<file path="config.mk">
export PLATFORM = sky130hd
export DESIGN_NAME = frac_accumulator
export DESIGN_NICKNAME = d
export VERILOG_FILES = /design/src/rtl/frac_accumulator.sv
export SDC_FILE = /design/constraint.sdc
export NUM_CORES = 1
export LEC_CHECK = 0
export BUFFER_PORTS_ARGS = -buffer_cell sky130_fd_sc_hd__buf_2
export CAP_MARGIN = 10
export CORE_UTILIZATION = 63
export CTS_BUF_LIST = sky130_fd_sc_hd__clkbuf_16
export CTS_CLUSTER_SIZE = 14
export DETAILED_ROUTE_END_ITERATION = 12
export GPL_TIMING_DRIVEN = 0
export PLACE_DENSITY = 0.95
export SLEW_MARGIN = 15
export SYNTH_ARGS = -nofsm -noshare
export SYNTH_HDL_FRONTEND = slang
export SYNTH_SLANG_ARGS = --single-unit
</file>
<file path="constraint.sdc">
create_clock -name clk -period 6.1 [get_ports clk]
set_input_delay 1.525 -clock clk [delete_from_list [all_inputs] [get_ports clk]]
set_output_delay 1.525 -clock clk [all_outputs]
set_load 0.005 [all_outputs]
</file>
<file path="src/rtl/frac_accumulator.sv">
// Fractional (modulo-M) phase accumulator with a double-buffered increment/modulus
// configuration that switches over on a wrap edge, or at once while disabled.
module frac_accumulator #(
   parameter int WIDTH = 8
) (
   input  logic             clk,
   input  logic             rst_n,
   input  logic             en,
   input  logic             load,
   input  logic [WIDTH-1:0] inc_in,
   input  logic [WIDTH-1:0] mod_in,
   output logic [WIDTH-1:0] acc,
   output logic             cout,
   output logic             upd_pend,
   output logic             cfg_err
);

   logic [WIDTH-1:0] acc_q, acc_d;
   logic [WIDTH-1:0] inc_a_q, inc_a_d, mod_a_q, mod_a_d;
   logic [WIDTH-1:0] inc_s_q, inc_s_d, mod_s_q, mod_s_d;
   logic             cout_q, cout_d;
   logic             upd_pend_q, upd_pend_d;
   logic             cfg_err_q, cfg_err_d;

   logic [WIDTH:0]   sum;
   logic [WIDTH:0]   modulus;
   logic             wrap;
   logic             load_ok;
   logic             load_bad;
   logic             xfer;

   always_comb begin
      // NOTE: every variable gets a default first so no path leaves one unassigned (no latch).
      sum      = {1'b0, acc_q} + {1'b0, inc_a_q};
      modulus  = (mod_a_q == '0) ? {1'b1, {WIDTH{1'b0}}} : {1'b0, mod_a_q};
      wrap     = en && (sum >= modulus);
      load_ok  = load && ((mod_in == '0) || (inc_in < mod_in));
      load_bad = load && !load_ok;
      xfer     = upd_pend_q && (wrap || !en);

      acc_d      = acc_q;
      cout_d     = wrap;
      inc_a_d    = inc_a_q;
      mod_a_d    = mod_a_q;
      inc_s_d    = inc_s_q;
      mod_s_d    = mod_s_q;
      upd_pend_d = upd_pend_q;
      cfg_err_d  = cfg_err_q;

      // sum - M reduced to WIDTH bits: M is congruent to mod_a modulo 2^WIDTH and the
      // true result is always below 2^WIDTH because inc_a < M.
      if (en) begin
         acc_d = wrap ? (acc_q + inc_a_q - mod_a_q) : (acc_q + inc_a_q);
      end

      if (xfer) begin
         inc_a_d    = inc_s_q;
         mod_a_d    = mod_s_q;
         upd_pend_d = 1'b0;
      end

      // A load on the transfer edge lands after the old shadow has moved across.
      if (load_ok) begin
         inc_s_d    = inc_in;
         mod_s_d    = mod_in;
         upd_pend_d = 1'b1;
         cfg_err_d  = 1'b0;
      end else if (load_bad) begin
         cfg_err_d  = 1'b1;
      end
   end

   // NOTE: state registers use non-blocking assignments so all of them update together.
   always_ff @(posedge clk) begin
      if (!rst_n) begin
         acc_q      <= '0;
         cout_q     <= 1'b0;
         inc_a_q    <= '0;
         mod_a_q    <= '0;
         inc_s_q    <= '0;
         mod_s_q    <= '0;
         upd_pend_q <= 1'b0;
         cfg_err_q  <= 1'b0;
      end else begin
         acc_q      <= acc_d;
         cout_q     <= cout_d;
         inc_a_q    <= inc_a_d;
         mod_a_q    <= mod_a_d;
         inc_s_q    <= inc_s_d;
         mod_s_q    <= mod_s_d;
         upd_pend_q <= upd_pend_d;
         cfg_err_q  <= cfg_err_d;
      end
   end

   assign acc      = acc_q;
   assign cout     = cout_q;
   assign upd_pend = upd_pend_q;
   assign cfg_err  = cfg_err_q;

endmodule
</file>
### Yosys cells after proc, flatten, opt, wreduce, memory -nomap -nowiden

Index checks and enable logic that the tools add are counted.

* reduce and logical (&&, ||, !) cells: 12
* add/subtract/negate cells: 3
* mux-type cells: 4
* order comparisons: 2
* bitwise operators: 1

Operators by type and width (number)
* zero test 8 bit: 2
* adder 8 x 8 -> 9 bit: 1
* >= comparator 9 bit: 1
* two-way mux 9 bit: 1
* adder 8 bit: 1
* < comparator 8 bit: 1
* two-way mux 8 bit: 1
* subtractor 8 bit: 1
* logical AND 1 bit: 4
* zero test 1 bit: 2
* logical OR 1 bit: 2
* two-way mux 1 bit: 2
* nonzero test 2 bit: 1
* OR reduction 2 bit: 1
* NOT 1 bit: 1

* flip-flop bits (word level): 43
* output and inout bits: 11
* input bits: 20
* logic and storage cells: 30

### Logic depth before layout (Yosys ltp)

Gate-level depths: netlist of run 1.

* depth after elaboration: 8
* gate-level depth with buffers: 15
* mapped depth without buffers: 14

### Worst setup path before layout of run 1

OpenSTA, ideal clock, no wires.

* kind: register to register
* from: reg acc_q[0] (netlist: acc[0])
* to: reg acc_q[0] (netlist: acc[0])
* setup slack: 2.576 ns
* cell stages (with the launch flop): 14
* buffers on the path: 0
* required time: 6.030 ns
* clock period less this slack: 3.524 ns
* setup time: 0.070 ns
* data arrival time: 3.454 ns
* path through: dfxtp_1 ha_1 fa_1 a21o_1 a221oi_2 and2b_2 o21ai_0 nand2b_1 ha_1 a21oi_1 o31ai_1 nor2_2 mux2_2 a21oi_1

* cells in the longest elaborated chain, start to end: 4
* elaborated cells between the ends (all ways): 6
* classes of those cells: add/sub (3); order compare (1); mux (1); reduce/logical (1)

RTL lines
* start: declaration: line 18 `logic [WIDTH-1:0] acc_q, acc_d;`
* start signal: assignment: line 76 `acc_q <= '0;`
* start signal: assignment: line 85 `acc_q <= acc_d;`
* adder 8 x 8 -> 9 bit: line 34 `sum = {1'b0, acc_q} + {1'b0, inc_a_q};`
* >= comparator 9 bit: line 36 `wrap = en && (sum >= modulus);`
* logical AND 1 bit: line 36
* two-way mux 8 bit (*): line 53 `acc_d = wrap ? (acc_q + inc_a_q - mod_a_q) : (acc_q + inc_a_q);`

Every way passes the cells marked *; elsewhere a longest branch is shown, timed or not.
A chain may end at the register's enable or synchronous reset.

### Final worst setup path of run 1

Ends and elaborated chain as after synthesis.

==> reports/qor.txt, run 1 <==
Fill cells -> 289
Setup crit start kind -> register
Initial Util -> 0.6664
Top cells by count, synth -> dfxtp_1 (43), nand2_1 (40), mux2i_1 (37), nor2_1 (30), ha_1 (29)
Half-perimeter wire length after placement -> 4.589 mm
WL/cell -> 15.31 um
Cell Area, Synth -> 2704 sq um
Most numerous cell in the Yosys netlist -> dfxtp_1
Hold WC Path Type -> reg -> reg
Multi-input combinational cell area -> 1685 sq um
Power, Total -> 0.7208 mW
Core Region -> 4058 sq um
Syn Area/Cell -> 8.694 sq um
Clk pwr share -> 0.368
CP startpoint -> acc[0]
Synth-to-Final Area Change -> 12.86%
CP max stage cell -> a21oi_1
# Post-CTS Setup Buffers -> 0
Tcrit/Tclk final -> 0.6829
Area contributors post-synth -> dfxtp_1 (32%), mux2i_1 (14%), ha_1 (13%), nand2_1 (5.6%), nor2_1 (4.2%)
Cts bufs inserted -> 5
Deepest clock path buffer count -> 2
Seq cells post-synth -> 43
First-pass GRT wire length -> 9.466 mm
Worst setup margin -> 1.934 ns
Max-slew violations -> 0
I/O pins -> 31
Setup_tns -> 0 ns
Crit-path max FO -> 9
DR vias/cell -> 5.844
Power per cell area -> 236.2 nW/um^2
N_diodes -> 0
Share of synthesized registers carrying an async set or reset -> 0
Worst-Margin Slew -> 0.6720 ns
Post-Syn Nets -> 362
DRT iter0 DRCs -> 153
Int Pwr -> 0.5121 mW
Final WL -> 6.079 mm
Final setup violation count -> 0
Switching part of the total -> 0.2896
Die height -> 67.51 um
Unique masters post-synth -> 47
WP data arrival -> 4.39 ns
Hold Crit Start -> mod_s_q[4]
Largest net degree at the start of global routing -> 15
H-tree depth -> 2
Worst endpoint required time -> 6.32 ns
Fin Clk Skew -> 0.005081 ns
Root Driver -> clkbuf_16
Detailed Routing Iterations Pass 1 -> 8
Crit. End Element -> register
Post-synth EDFFs -> 0
Psw -> 0.2087 mW
Pre-CTS setup slack -> 2.106 ns
Status -> complete, but fails checks
Antenna viol nets, final -> 0
RSZ-0062 raised after global routing -> no
Synth warnings -> 0
Main synth FF type -> dfxtp_1
Crit path time final -> 4.166 ns
Reg-to-Reg Start -> acc[0]
Final hold vios -> 0
Flop pwr share -> 0.423
Port bufs -> 28
Maximum vdd drop -> 0.0001142 V
Area leader, netlist -> dfxtp_1
Comb power frac -> 0.209
Failing checks -> DRC
Worst skew pair latency -> 0.29 ns
Share of layout cells above drive strength 1 -> 0.1326
Core Rows -> 23
GRT overflow -> 0
Slew HR -> 0.5520
CTS Hold Bufs -> 0
Clk slew on worst S/H paths -> 0.06 ns
Critical path type -> reg -> reg
CP max stage delay -> 0.51 ns
Post-cts sizing count -> 0
Max cap viols -> 0
Die area -> 4558 sq um
Syn Inst Count -> 311
Fmax -> 240.1 MHz
Antenna violations before repair -> 0
Clock sinks -> 43
Number of global-route vias before repair -> 2179
Sequential share of the synthesized area -> 0.3184
Total Nets Final -> 397
CP Cell Sequence -> ha_1 > fa_1 > a21o_1 > a221oi_2 > and2b_2 > o21ai_0 > nand2b_1 > ha_1 > a21oi_1 > o31ai_1 > nor2_2 > mux2_2 > a21oi_1
DRC -> 2
Tot GR Track Use -> 0.2860
GP Congestion -> 0.8469
Synth top area share -> 0.3184
Routed vias -> 2320
Leak -> 1.395 nW
CTS tree -> built
DIE WIDTH -> 67.51 um
Hold slack -> 0.4622 ns
Total area of sequential cells -> 860.8 sq um
final cells by class:
class	count	area share
inverters	22	0.02706
repair buffers	28	0.04592
flip-flops and latches	43	0.2821
clock inverters	3	0.006560
plain buffers	13	0.02460
multi-input cells	233	0.5523
well taps	50	0.02050
clock buffers	5	0.04100
final timing paths:
| path | endpoint | slack (ns) | cells after the start |
|---|---|---|---|
| setup / recovery | acc[0] | 1.93 | 13 |
| hold / removal | mod_s_q[4] | 0.46 | 2 |
| hold reg to reg | mod_s_q[4] | 0.46 | 2 |
| setup reg to reg | acc[0] | 1.93 | 13 |
sequential cells by signal, indices dropped and copies added, names as in the netlist:
name,flops
acc,8
inc_a_q,8
inc_s_q,8
mod_a_q,8
mod_s_q,8
cfg_err,1
cout,1
upd_pend,1
power groups by stage:
stage,clock network (mW),registers [mW],logic [mW]
global placement,0,0.310,0.138
finish,0.265,0.305,0.151
CTS,0.267,0.305,0.149
detailed placement,0,0.311,0.146
global route,0.276,0.306,0.165
floorplan,0,0.308,0.109
through the flow:
stage	util	instance area [sq um]	instances
2_1_floorplan	-	2704	311
3_3_place_gp	0.7163	2907	389
3_5_place_dp	0.7163	2907	389
4_1_cts	0.7521	3052	397
5_1_grt	0.7521	3052	397
6_report	0.7521	3052	397
cells by family after synthesis:
| group | after synthesis | share of synthesized area |
|---|---|---|
| simple gates | 92 | 0.1490 |
| compound gates | 61 | 0.1453 |
| flops | 43 | 0.3184 |
| mux | 38 | 0.1411 |
| buf+inv | 35 | 0.05831 |
| fa+ha+maj | 32 | 0.1527 |
| xor+xnor | 10 | 0.03517 |
routing by layer:
| layer | vias up | track usage | wire, um | part of all wire |
|---|---|---|---|---|
| li1 | 1156 | - | - | - |
| met1 | 1085 | 0.3139 | 2614 | 0.43 |
| met2 | 67 | 0.5297 | 3082 | 0.51 |
| met3 | 12 | 0.04392 | 243 | 0.040 |
| met4 | 0 | 0.1330 | 138 | 0.023 |
| met5 | - | 0 | 0 | 0 |
layout by cell type, fill, tap and decap left out, types with 2 or more instances in the layout:
master / count
buf_2: 30
clkbuf_16: 5
clkinv_1: 2
and3_1: 2
nor2_1: 30
nand2_1: 40
o41ai_1: 2
nand3_1: 2
a21o_1: 8
nor2b_1: 3
o21a_1: 3
clkbuf_1: 9
o21ai_0: 17
xnor2_1: 7
ha_1: 29
nand2b_1: 4
a21oi_1: 18
inv_1: 21
xor2_1: 2
fa_1: 2
a211oi_1: 2
nor4_1: 2
nor3_1: 2
dfxtp_1: 43
mux2i_1: 37
critical path: cells and delay by family, from the launching register on:
kind / cells / cell delay [ns]
compound gates: 6 / 1.58
fa+ha+maj: 3 / 0.95
simple gates: 3 / 0.83
mux: 1 / 0.40
flops: 1 / 0.33
(Power assumes the default switching activity.)
==> run 2: changes to the inputs <==
--- a/config.mk
+++ b/config.mk
@@ -7,12 +7,12 @@
 export LEC_CHECK = 0
 export BUFFER_PORTS_ARGS = -buffer_cell sky130_fd_sc_hd__buf_2
 export CAP_MARGIN = 10
-export CORE_UTILIZATION = 63
+export CORE_UTILIZATION = 53
 export CTS_BUF_LIST = sky130_fd_sc_hd__clkbuf_16
 export CTS_CLUSTER_SIZE = 14
 export DETAILED_ROUTE_END_ITERATION = 12
 export GPL_TIMING_DRIVEN = 0
-export PLACE_DENSITY = 0.95
+export PLACE_DENSITY = 0.86
 export SLEW_MARGIN = 15
 export SYNTH_ARGS = -nofsm -noshare
 export SYNTH_HDL_FRONTEND = slang
==> constraint.sdc (replaced) <==
create_clock -name clk -period 3.45 [get_ports clk]
set_input_delay 0.8625 -clock clk [delete_from_list [all_inputs] [get_ports clk]]
set_output_delay 0.8625 -clock clk [all_outputs]
set_load 0.005 [all_outputs]
==> reports/qor.txt, run 2 (same netlist as run 1, synthesis figures left out) <==
Status -> complete, but fails checks
Failing checks -> setup timing
Dpl cells -> 406 (+4.4%)
Share of layout cells above drive strength 1 -> 0.2079 (+0.07530)
Clock sinks -> 43 (unchanged)
Crit. End Element -> register
DRT iter0 DRCs -> 88 (-42%)
Hold WC Path Type -> reg -> reg
Comb power frac -> 0.225 (+0.016)
Final WL -> 6.498 mm (+6.9%)
Hold Crit Start -> mod_s_q[0]
Worst skew pair latency -> 0.29 ns (about the same)
Number of global-route vias before repair -> 2376 (+9.0%)
N_diodes -> 0 (unchanged)
Hold endpoint -> mod_s_q[0]
Critical register-to-register path endpoint -> mod_a_q[5]
Total Nets Final -> 406 (+2.3%)
Detailed Routing Iterations Pass 1 -> 5 (-3)
Port bufs -> 28 (unchanged)
Deepest clock path buffer count -> 2 (unchanged)
Max cap viols -> 0 (unchanged)
Slew HR -> 0.5328 (-0.01917)
I/O pins -> 31 (unchanged)
Worst-Margin Slew -> 0.6917 ns (+0.01971 ns)
CP max stage delay -> 0.59 ns (+0.08 ns)
CP max stage cell -> o41ai_1
Critical path type -> reg -> reg
Reg2reg path depth -> 15 (+2)
Fmax -> 281.7 MHz (+17%)
Worst endpoint required time -> 3.61 ns (-2.71 ns)
First-pass GRT wire length -> 10.40 mm (+9.8%)
Worst path bufs/invs -> 3 (+3)
Die height -> 73.43 um (+8.8%)
Leak -> 1.486 nW (+6.5%)
Synth-to-Final Area Change -> 22.30%
Int Pwr -> 1.012 mW (+98%)
Core Region -> 4817 sq um (+19%)
Hold slack -> 0.4618 ns (-0.0003500 ns)
Flop pwr share -> 0.387 (-0.036)
Cts bufs inserted -> 5 (unchanged)
Half-perimeter wire length after placement -> 4.476 mm (-2.4%)
Worst setup margin -> -0.09984 ns (-2.034 ns)
Maximum vdd drop -> 0.0002063 V (+81%)
Switching part of the total -> 0.2751 (-0.01444)
Most frequent cell on the critical path -> ha_1
Fin Clk Skew -> 0.006294 ns (+0.001213 ns)
GP Congestion -> 0.8405 (-0.76%)
Psw -> 0.3840 mW (+84%)
Power per cell area -> 422.1 nW/um^2 (+79%)
Non-filler cells, final -> 423 (+6.5%)
Final hold vios -> 0 (unchanged)
Clk slew on worst S/H paths -> 0.06 ns (about the same)
Clk pwr share -> 0.387 (+0.019)
Hold Path Stages -> 2 (unchanged)
WP data arrival -> 3.71 ns (-0.68 ns)
Largest delay contributor family on the critical path -> compound AO/OA/AOI/OAI gates
Initial Util -> 0.5613 (-0.1051)
GRT overflow -> 0 (unchanged)
Crit-path max FO -> 10 (+1)
DRC -> 0 (-2)
Antenna violations before repair -> 0 (unchanged)
Reg2reg setup slack -> -0.1 ns (-2.03 ns)
Core Rows -> 25 (+8.7%)
Root Driver -> clkbuf_16
Tot GR Track Use -> 0.2546 (-0.03145)
Most frequent cells in the layout -> nand2_1 (39), dfxtp_1 (39), mux2i_1 (36), buf_2 (30), nor2_1 (29)
DR vias/cell -> 5.624 (-3.8%)
Antenna viol nets, final -> 0 (unchanged)
Final setup violation count -> 17 (+17)
Setup crit start kind -> register
DIE WIDTH -> 73.43 um (+8.8%)
Largest net degree at the start of global routing -> 15 (unchanged)
Max-slew violations -> 0 (unchanged)
Routed vias -> 2379 (+2.5%)
CP Cell Sequence -> ha_1 > a21oi_1 > nor2b_1 > o31a_1 > o41ai_1 > xnor2_1 > ha_1 > a21oi_4 > buf_4 > nand3_1 > o311a_1 > buf_6 > buf_12 > mux2i_2 > nor2_1
CTS tree -> built
CTS Hold Bufs -> 0 (unchanged)
H-tree depth -> 2 (unchanged)
Die area -> 5391 sq um (+18%)
Crit path time final -> 3.550 ns (-0.6158 ns)
WL/cell -> 15.36 um (+0.32%)
Reg-to-Reg Start -> acc[1]
Tcrit/Tclk final -> 1.029 (+0.3461)
## run 2: cell count changes in the layout (fill, tap and decap cells not counted), moves of 3 or more
cell | previous run | this run
ha_1 | 29 | 26
dfxtp_1 | 43 | 39
dfxtp_2 | 0 | 4
ha_4 | 0 | 3
a21oi_1 | 18 | 15
buf_4 | 0 | 8
## run 2: routing by layer
| layer | part of all wire | up-vias | global-route usage |
|---|---|---|---|
| met5 | 0 | - | 0 |
| li1 | - | 1162 | - |
| met4 | 0.037 | 0 | 0.1303 |
| met3 | 0.041 | 19 | 0.04527 |
| met1 | 0.43 | 1115 | 0.2786 |
| met2 | 0.49 | 83 | 0.4681 |
## run 2: final cells by class
type | instances | area, sq um
timing repair buffer | 37 | 220.2
fill | 384 | 1510
inverter | 22 | 82.58
buffer | 13 | 75.07
clock inverter | 3 | 42.54
tap | 67 | 83.83
clock buffer | 5 | 125.1
multi-input combinational | 233 | 1812
sequential | 43 | 865.8
## run 2: tightest hold or removal path, delay by kind of cell (launching register included)
family	cells	cell delay, ns
flops	1	0.31
mux	1	0.05
simple gates	1	0.05
## run 2: metrics by stage
| step | setup slack, ns | util | TNS, ns | instance area, sq um | power [mW] |
|---|---|---|---|---|---|
| floorplan | 0.009940 | - | 0 | 2708 | 0.7390 |
| finish | -0.09984 | 0.6865 | -1.088 | 3307 | 1.396 |
| detailed placement | -0.4665 | 0.6086 | -6.239 | 2932 | 0.8068 |
| global placement | -0.3202 | 0.6086 | -3.157 | 2932 | 0.7942 |
| CTS | 0.03047 | 0.6623 | 0 | 3191 | 1.367 |
| global route | -0.2859 | 0.6865 | -5.063 | 3307 | 1.462 |
## run 2: what timing repair did
| item | CTS | global route |
|---|---|---|
| gates resized for setup | 11 | 12 |
| setup endpoints to repair | 25 | 23 |
| buffers inserted | 3 | 6 |
| pin swaps | 6 | 8 |
## run 2: how the worst max path moves through the flow
stage | from | end | cells after the start
detailed placement | acc[0] | acc[0] | 13
CTS | acc[0] | mod_a_q[5] | 14
floorplan | acc[0] | acc[0] | 13
finish | acc[1] | mod_a_q[5] | 15
global route | acc[1] | mod_a_q[5] | 15
global placement | acc[0] | acc[0] | 13
## run 2: power by group through the flow
stage | combinational (mW) | clock [mW] | sequential (mW)
2_1_floorplan | 0.194 | 0 | 0.545
3_3_place_gp | 0.246 | 0 | 0.548
3_5_place_dp | 0.257 | 0 | 0.550
4_1_cts | 0.277 | 0.551 | 0.539
5_1_grt | 0.343 | 0.576 | 0.543
6_report | 0.315 | 0.540 | 0.541
==> run 3: changes to the inputs <==
--- a/config.mk
+++ b/config.mk
@@ -7,7 +7,9 @@
 export LEC_CHECK = 0
 export BUFFER_PORTS_ARGS = -buffer_cell sky130_fd_sc_hd__buf_2
 export CAP_MARGIN = 10
-export CORE_UTILIZATION = 53
+export CELL_PAD_IN_SITES_DETAIL_PLACEMENT = 0
+export CELL_PAD_IN_SITES_GLOBAL_PLACEMENT = 1
+export CORE_UTILIZATION = 40
 export CTS_BUF_LIST = sky130_fd_sc_hd__clkbuf_16
 export CTS_CLUSTER_SIZE = 14
 export DETAILED_ROUTE_END_ITERATION = 12
==> reports/qor.txt, run 3 (same netlist as run 1, synthesis figures left out) <==
Status -> complete, but fails checks
Failing checks -> DRC
Leak -> 1.494 nW (+0.54%)
I/O pins -> 31 (unchanged)
Fmax -> 299.6 MHz (+6.4%)
GRT overflow -> 0 (unchanged)
Cts bufs inserted -> 5 (unchanged)
Total Nets Final -> 411 (+1.2%)
Die area -> 7092 sq um (+32%)
Largest net degree at the start of global routing -> 14 (-1)
Share of layout cells above drive strength 1 -> 0.2139 (+0.006024)
Hold Crit Start -> inc_s_q[4]
Final Core Density -> 0.5188 (-0.1677)
CTS Hold Bufs -> 0 (unchanged)
Max cap viols -> 0 (unchanged)
CTS tree -> built
Final WL -> 6.167 mm (-5.1%)
Tot GR Track Use -> 0.1786 (-0.07592)
Fin Clk Skew -> 0.004406 ns (-0.001888 ns)
Setup crit start kind -> register
Pre-CTS setup slack -> -0.4028 ns (+0.06369 ns)
DRT iter0 DRCs -> 73 (-17%)
Hold endpoint -> inc_s_q[4]
WL/cell -> 14.11 um (-8.1%)
Clk slew on worst S/H paths -> 0.06 ns (about the same)
Core Region -> 6422 sq um (+33%)
Setup_tns -> 0 ns (+1.088 ns)
Initial Util -> 0.4210 (-0.1403)
Number of global-route vias before repair -> 2151 (-9.5%)
Critical register-to-register path endpoint -> acc[0]
Antenna viol nets, final -> 0 (unchanged)
Power per cell area -> 395.2 nW/um^2 (-6.4%)
Worst skew pair latency -> 0.28 ns (about the same)
Clock sinks -> 43 (unchanged)
Die height -> 84.22 um (+15%)
Worst endpoint required time -> 3.66 ns (+0.05 ns)
Detailed Routing Iterations Pass 1 -> 8 (+3)
Routed vias -> 2278 (-4.2%)
Crit. End Element -> register
First-pass GRT wire length -> 10.11 mm (-2.8%)
Reg-to-Reg Start -> acc[0]
Antenna violations before repair -> 0 (unchanged)
DRC -> 6 (+6)
H-tree depth -> 2 (unchanged)
N_diodes -> 0 (unchanged)
Reg2reg path depth -> 14 (-1)
DIE WIDTH -> 84.22 um (+15%)
Hold WC Path Type -> reg -> reg
Reg2reg setup slack -> 0.11 ns (+0.21 ns)
Worst setup margin -> 0.1123 ns (+0.2121 ns)
Root Driver -> clkbuf_16
Worst-Margin Slew -> 0.5787 ns (-0.1130 ns)
RSZ-0062 raised after global routing -> yes
Tcrit/Tclk final -> 0.9674 (-0.06149)
Crit-path max FO -> 5 (-5)
Max-slew violations -> 0 (unchanged)
Slew HR -> 0.6142 (+0.08137)
WP data arrival -> 3.55 ns (-0.16 ns)
Critical path type -> reg -> reg
Maximum vdd drop -> 0.0002433 V (+18%)
Port bufs -> 28 (unchanged)
Crit path time final -> 3.338 ns (-0.2121 ns)
Half-perimeter wire length after placement -> 4.510 mm (+0.75%)
Final setup violation count -> 0 (-17)
Deepest clock path buffer count -> 2 (unchanged)
Final hold vios -> 0 (unchanged)
Synth-to-Final Area Change -> 23.23%
Core Rows -> 29 (+16%)
GP Congestion -> 0.7700 (-8.4%)
DR vias/cell -> 5.213 (-7.3%)
Most frequent cells in the layout -> nand2_1 (39), dfxtp_1 (39), mux2i_1 (37), buf_2 (30), nor2_1 (29)
Hold Path Stages -> 2 (unchanged)
## run 3: power breakdown
group / internal, mW / switching [mW] / leakage, nW
sequential: 0.522 / 0.0176 / 0.353
clock: 0.265 / 0.201 / 0.0677
combinational: 0.150 / 0.162 / 1.07
## run 3: per-stage QoR
| stage | total power [mW] | std cells | cell area, sq um | hold slack [ns] |
|---|---|---|---|---|
| after detailed placement | 0.8074 | 416 | 2944 | 0.4493 |
| after CTS | 1.283 | 427 | 3166 | 0.4576 |
| after floorplan | 0.7390 | 311 | 2708 | 0.4344 |
| after global routing | 1.385 | 437 | 3332 | 0.4805 |
| final | 1.317 | 437 | 3332 | 0.4565 |
| after global placement | 0.7997 | 416 | 2944 | 0.4469 |
## run 3: worst max path at each step
stage / from / endpoint / cells past startpoint
6_report: acc[0] / acc[0] / 14
5_1_grt: acc[0] / acc[0] / 14
4_1_cts: acc[0] / inc_a_q[2] / 15
3_5_place_dp: acc[0] / acc[0] / 13
3_3_place_gp: acc[0] / acc[0] / 13
2_1_floorplan: acc[0] / acc[0] / 13
## run 3: critical path, stage by stage (launching register included)
cell and delay, ns:
dfxtp_2 0.34, ha_4 0.17, fa_2 0.37, a21o_1 0.24
a21oi_2 0.18, xnor2_2 0.14, ha_1 0.27, a21o_1 0.21
a221oi_4 0.38, buf_4 0.19, o31ai_4 0.07, nor2_4 0.13
buf_12 0.12, mux2_2 0.32, a21oi_1 0.13
## run 3: metal layers
layer / vias up / global-route usage / share of wire
met5: - / 0 / 0
met3: 8 / 0.03933 / 0.030
met1: 1053 / 0.2400 / 0.50
met2: 39 / 0.2906 / 0.47
met4: 0 / 0.04702 / 0.0086
li1: 1178 / - / -
## run 3: cell type report
cell class	count	area, sq um
Inverter	22	82.58
Sequential cell	43	865.8
Clock buffer	5	125.1
Fill cell	596	3090
Timing Repair Buffer	42	257.7
Buffer	13	75.07
Tap cell	77	96.34
Multi-Input combinational cell	233	1817
Clock inverter	2	12.51
## run 3: timing repair
action                                  CTS  global route
endpoints found under the setup margin   24            23
pin swaps                                 6            12
resized for setup                         8            18
setup buffers                             4            10
hold endpoints to repair                  0             0
